File: config.mk
export PLATFORM = sky130hd
export DESIGN_NAME = ppm_frame_tx
export DESIGN_NICKNAME = d
export VERILOG_FILES = /design/src/rtl/ppm_frame_tx.sv
export SDC_FILE = /design/constraint.sdc
export NUM_CORES = 1
export LEC_CHECK = 0
export BUFFER_PORTS_ARGS = -buffer_cell sky130_fd_sc_hd__buf_2
export CORE_MARGIN = 8
export CORE_UTILIZATION = 60
export DETAILED_ROUTE_END_ITERATION = 12
export PLACE_DENSITY = 0.86
export RECOVER_POWER = 100
export SYNTH_ARGS = -nofsm -noshare
export SYNTH_HDL_FRONTEND = slang
export SYNTH_SLANG_ARGS = --single-unit
File: constraint.sdc
create_clock -name iCLK -period 4.4 [get_ports iCLK]
set_input_delay 0.66 -clock iCLK [delete_from_list [all_inputs] [get_ports iCLK]]
set_output_delay 0.66 -clock iCLK [all_outputs]
set_load 0.05 [all_outputs]
File: src/rtl/ppm_frame_tx.sv
// ppm_frame_tx: serializes NUM_CH 8-bit channel values into an RC PPM pulse
// train. Each channel slot is a SEP_US high separator followed by low time,
// with a slot length of 1000 + 4*value us. A closing separator follows the
// last slot, and the line then idles low until the frame period expires.
// Channel values are double buffered: iLOAD fills the shadow registers, and
// each frame start copies them (or iCH_DATA directly, when iLOAD coincides)
// into the active set.
module ppm_frame_tx #(
  parameter int TICK_DIV = 8,
  parameter int NUM_CH   = 4,
  parameter int SEP_US   = 300,
  parameter int FRAME_US = 20000
) (
  input  logic                  iCLK,
  input  logic                  iRESET,
  input  logic [NUM_CH*8-1:0]   iCH_DATA,
  input  logic                  iLOAD,
  input  logic                  iENABLE,
  output logic                  oPPM,
  output logic                  oFRAME_START,
  output logic                  oBUSY
);

  localparam int PW = (TICK_DIV > 1) ? $clog2(TICK_DIV) : 1;
  localparam int FW = $clog2(FRAME_US + 1);
  localparam int CW = $clog2(NUM_CH + 1);

  typedef enum logic [1:0] {IDLE, PULSE, GAP, SYNC} state_t;

  state_t              r_state;
  state_t              w_nextState;

  logic [PW-1:0]       r_presc;
  logic [11:0]         r_slotUs;
  logic [FW-1:0]       r_frameUs;
  logic [CW-1:0]       r_chIdx;
  logic [NUM_CH*8-1:0] r_shadow;
  logic [NUM_CH*8-1:0] r_active;
  logic                r_ppm;
  logic                r_frameStart;
  logic                r_busy;

  logic                w_tick;
  logic                w_startFrame;
  logic                w_sepDone;
  logic                w_slotDone;
  logic                w_frameDone;
  logic                w_countSlot;
  logic [7:0]          w_curVal;
  logic [11:0]         w_interval;
  logic                w_ppmNext;
  logic                w_frameStartNext;
  logic                w_busyNext;

  assign w_tick = (r_presc == PW'(TICK_DIV - 1));

  // Pick the active value of the channel whose slot is currently running.
  always_comb begin
    w_curVal = 8'd0;
    for (int i = 0; i < NUM_CH; i++) begin
      if (r_chIdx == CW'(i)) begin
        w_curVal = r_active[8*i +: 8];
      end
    end
  end

  // Slot length is 1000 + 4*v us; the maximum of 2020 fits 12 bits, so no overflow.
  assign w_interval  = 12'd1000 + {2'b00, w_curVal, 2'b00};
  assign w_sepDone   = w_tick && (r_slotUs == 12'(SEP_US - 1));
  assign w_slotDone  = w_tick && (r_slotUs == (w_interval - 12'd1));
  assign w_frameDone = w_tick && (r_frameUs == FW'(FRAME_US - 1));

  // The slot counter is frozen during SYNC so the long closing gap cannot wrap it.
  assign w_countSlot = (r_state == PULSE) || (r_state == GAP);

  // State register.
  always_ff @(posedge iCLK or posedge iRESET) begin
    if (iRESET) begin
      r_state <= IDLE;
    end else begin
      r_state <= w_nextState;
    end
  end

  // Next-state logic; also flags the edges on which a new frame begins.
  always_comb begin
    w_nextState  = r_state;
    w_startFrame = 1'b0;
    case (r_state)
      IDLE: begin
        if (iENABLE) begin
          w_nextState  = PULSE;
          w_startFrame = 1'b1;
        end
      end
      PULSE: begin
        if (w_sepDone) begin
          w_nextState = (r_chIdx < CW'(NUM_CH)) ? GAP : SYNC;
        end
      end
      GAP: begin
        if (w_slotDone) begin
          w_nextState = PULSE;
        end
      end
      SYNC: begin
        if (w_frameDone) begin
          if (iENABLE) begin
            w_nextState  = PULSE;
            w_startFrame = 1'b1;
          end else begin
            w_nextState = IDLE;
          end
        end
      end
      default: w_nextState = IDLE;
    endcase
  end

  // Output decode from the upcoming state so the pins can be registered.
  always_comb begin
    w_ppmNext        = (w_nextState == PULSE);
    w_busyNext       = (w_nextState != IDLE);
    w_frameStartNext = w_startFrame;
  end

  // Timing counters, channel buffers and registered outputs.
  always_ff @(posedge iCLK or posedge iRESET) begin
    if (iRESET) begin
      r_presc      <= '0;
      r_slotUs     <= '0;
      r_frameUs    <= '0;
      r_chIdx      <= '0;
      r_shadow     <= '0;
      r_active     <= '0;
      r_ppm        <= 1'b0;
      r_frameStart <= 1'b0;
      r_busy       <= 1'b0;
    end else begin
      r_ppm        <= w_ppmNext;
      r_frameStart <= w_frameStartNext;
      r_busy       <= w_busyNext;

      if (iLOAD) begin
        r_shadow <= iCH_DATA;
      end

      if (w_startFrame) begin
        r_presc   <= '0;
        r_slotUs  <= '0;
        r_frameUs <= '0;
        r_chIdx   <= '0;
        r_active  <= iLOAD ? iCH_DATA : r_shadow;
      end else if (w_nextState == IDLE) begin
        r_presc   <= '0;
        r_slotUs  <= '0;
        r_frameUs <= '0;
        r_chIdx   <= '0;
      end else begin
        if (w_tick) begin
          r_presc   <= '0;
          r_frameUs <= r_frameUs + FW'(1);
          if (r_state == GAP && w_slotDone) begin
            r_slotUs <= '0;
          end else if (w_countSlot) begin
            r_slotUs <= r_slotUs + 12'd1;
          end
        end else begin
          r_presc <= r_presc + PW'(1);
        end
        if (r_state == GAP && w_slotDone) begin
          r_chIdx <= r_chIdx + CW'(1);
        end
      end
    end
  end

  assign oPPM         = r_ppm;
  assign oFRAME_START = r_frameStart;
  assign oBUSY        = r_busy;

endmodule

==> impl_metrics.toml <==
[drt]
drt-vias-per-instance = 6.013
firstDrtPassIters = 5
vias = 3626
ant_nets = 0
drt-wirelength-per-cell_um = 17.02
routed_wl_um = 10260
drt_iter0_drc = 327
drc = 0

[timing]
setup_viol = 0
worst_pin_slew_ns = 2.798
finalClockSkew_ns = 0.01433
setup_ws_ns = 0.3683
period_share_pct = 91.63
period_needed_ns = 4.032
hold_viol = 0
max-slew-margin-rel_pct = -87.59
drv_slew = 102
clock.fmax_ghz = 0.2480

[global_routing]
antenna_found_initial = 0
grt_overflow = 0
grtUsageTotal_pct = 18.66
grt_pass1_wl_um = 17430
grt_pass1_vias = 3706
grt_max_degree = 69

[worst_setup_path]
rrSetupSlack_ns = 0.37
critPathKind = "flip-flop to flip-flop"
worst_setup_path_start_kind = "flip-flop"
crit_end = "r_slotUs[11]"
worstSetupEndpointType = "flip-flop"
path_max_fanout = 11
crit_start = "r_chIdx[0]"
r2r_end = "r_slotUs[11]"
crit_required_ns = 4.70
rr_startpoint = "r_chIdx[0]"
worstPathArrival_ns = 4.33
rr_worst_depth = 15

[synth]
syn-cell-area_um2 = 5079
yosys_register_bits = 102
avgSynthCellArea_um2 = 11.02
synth_cell_type_count = 54
synth_top_cell_area_share_pct = 50.26
synth-edff-count = 0
yosysSeqAreaShare_pct = 50.26
syn_inst = 461
synth_area_leaders = "dfrtp_1 50%, mux2_2 13%, ha_1 3.7%"
synthArstFlopShare_pct = 100.0
synthFlopType = "dfrtp_1"
synth_nets = 512
synth_top_area_cell = "dfrtp_1"
synth_warnings = 0

[clock_tree]
ctsHtreeMaxLevel = 3
cts_sinks = 102
clk_latency_ns = 0.38
clockBufferDepth = 2
root_buffer = "clkbuf_8"
clkSlewWorstSetupHoldPaths_ns = 0.11
cts_hold_buf = 0
cts_inserted_buffers = 9
cts_tree = "yes"

[place]
gp_congestion = 0.9048
dp_hpwl_um = 7371
post-place-ws_ns = 0.4210
port-buffer-count = 38
place_area_um2 = 5341

[power_and_ir_drop]
cellLeakagePower_uw = 0.002432
ir_drop_mv = 0.3350
p_per_area_nw_per_um2 = 486.8

[die]
core_um2 = 8217
die_h_um = 108
rows = 33
ios = 39
initial_core_util_pct = 61.81
die_area_um2 = 11660
chipWidth_um = 108

[hold_path]
hold_class = "flip-flop to flip-flop"

[final_layout]
nets = 544
area_delta_synth_final_pct = 8.623
final_area_um2 = 5517
final_cell_mix = "102 x dfrtp_1, 36 x mux2_2, 35 x nand2_1, 35 x buf_2, 33 x nor2_1"
post_route_cells_drive_above_1_share_pct = 19.68
n_antenna_cell = 0
final_common_cell = "dfrtp_1"
fill_cells = 635

[outcome]
status = "complete, but fails checks"
failed_checks = "capacitance limit, slew limit"

[flow_run]
maxCapViolCount = 2
## power breakdown
part           total [µW]  internal, µW  switching (µW)
Sequential           1260          1140             114
Clock                 584           225             359
Combinational         845           374             471
## routing by layer
layer,vias up,global-route usage (%),share of wire [%]
met3,21,3.450,5.5
met2,121,28.42,47
met5,-,0,0
met1,1777,25.46,46
li1,1707,-,-
met4,0,8.424,2.2
## worst min-delay path by stage
stage | end | slack (ns) | start | depth (start not counted)
floorplan | r_presc[0] | 0.41 | r_presc[0] | 1
global placement | r_presc[0] | 0.43 | r_presc[0] | 1
detailed placement | r_presc[0] | 0.44 | r_presc[0] | 1
CTS | r_shadow[12] | 0.45 | iRESET | 2
global route | r_presc[0] | 0.48 | r_presc[0] | 1
finish | r_presc[0] | 0.46 | r_presc[0] | 1
## synth_stat cells (7+ instances only)
| cell type | number |
|---|---|
| xor2_1 | 10 |
| and3_1 | 10 |
| xnor2_1 | 10 |
| nor2_1 | 33 |
| a21oi_1 | 21 |
| nand2_1 | 35 |
| clkbuf_1 | 9 |
| nor2b_1 | 7 |
| and2_1 | 8 |
| dfrtp_1 | 102 |
| mux2_2 | 59 |
| ha_1 | 15 |
| nand4_1 | 10 |
| inv_1 | 16 |
| buf_2 | 8 |
| nand3b_1 | 11 |
| o21ai_0 | 22 |
## area by class of cell
cell class | instances | area [µm²] | area share [%]
inverters | 16 | 61.31 | 1.111
flip-flops and latches | 102 | 2552 | 46.27
clock buffers | 9 | 123.9 | 2.245
clock inverters | 7 | 68.82 | 1.247
multi-input cells | 322 | 2371 | 42.98
well taps | 105 | 131.4 | 2.381
repair buffers | 42 | 207.7 | 3.765
## sequential cells by signal (all words and copies together) (netlist names)
| signal | count |
|---|---|
| r_active | 32 |
| oFRAME_START | 1 |
| r_presc | 3 |
| r_state | 2 |
| r_slotUs | 12 |
| r_chIdx | 3 |
| oPPM | 1 |
| oBUSY | 1 |
| r_shadow | 32 |
| r_frameUs | 15 |
## critical path: stages, from the launching register on
cell	delay [ns]
dfrtp_1	0.44
ha_1	0.24
ha_1	0.30
or2_1	0.38
a221o_1	0.36
nand2_1	0.08
ha_1	0.24
xor2_1	0.16
nor3_1	0.16
and3b_1	0.18
nand3b_1	0.09
nor3b_1	0.26
a21oi_1	0.18
o31a_1	0.36
or3_1	0.36
a21oi_1	0.17
## metrics by stage
| step | utilization [%] | std cells | hold WS, ns | setup TNS, ns | total power, µW |
|---|---|---|---|---|---|
| floorplan | - | 461 | 0.4150 | 0 | 1905 |
| global placement | 65.01 | 587 | 0.4299 | 0 | 2083 |
| detailed placement | 65.01 | 587 | 0.4420 | 0 | 2128 |
| CTS | 67.35 | 603 | 0.4504 | 0 | 2715 |
| global route | 67.14 | 603 | 0.4809 | -0.1424 | 2839 |
| finish | 67.14 | 603 | 0.4565 | 0 | 2686 |
## cells by family (layout without fill, tap and decap cells)
group,count (synthesis),in the layout,synth area share (%)
AOI/OAI and AO/OA,75,75,10.00
xor gates and xnor gates,20,20,3.449
adders and majority gates,15,15,3.695
buffers and inverters,37,74,3.080
DFF,102,102,50.26
muxes,64,64,14.07
and+or+nand+nor,148,148,15.45
## what timing repair did
action / CTS / global route
setup endpoints to repair: 0 / 1
gates resized for setup: 0 / 1
setup buffers: 0 / 0
Power figures use the tool's default switching activity.
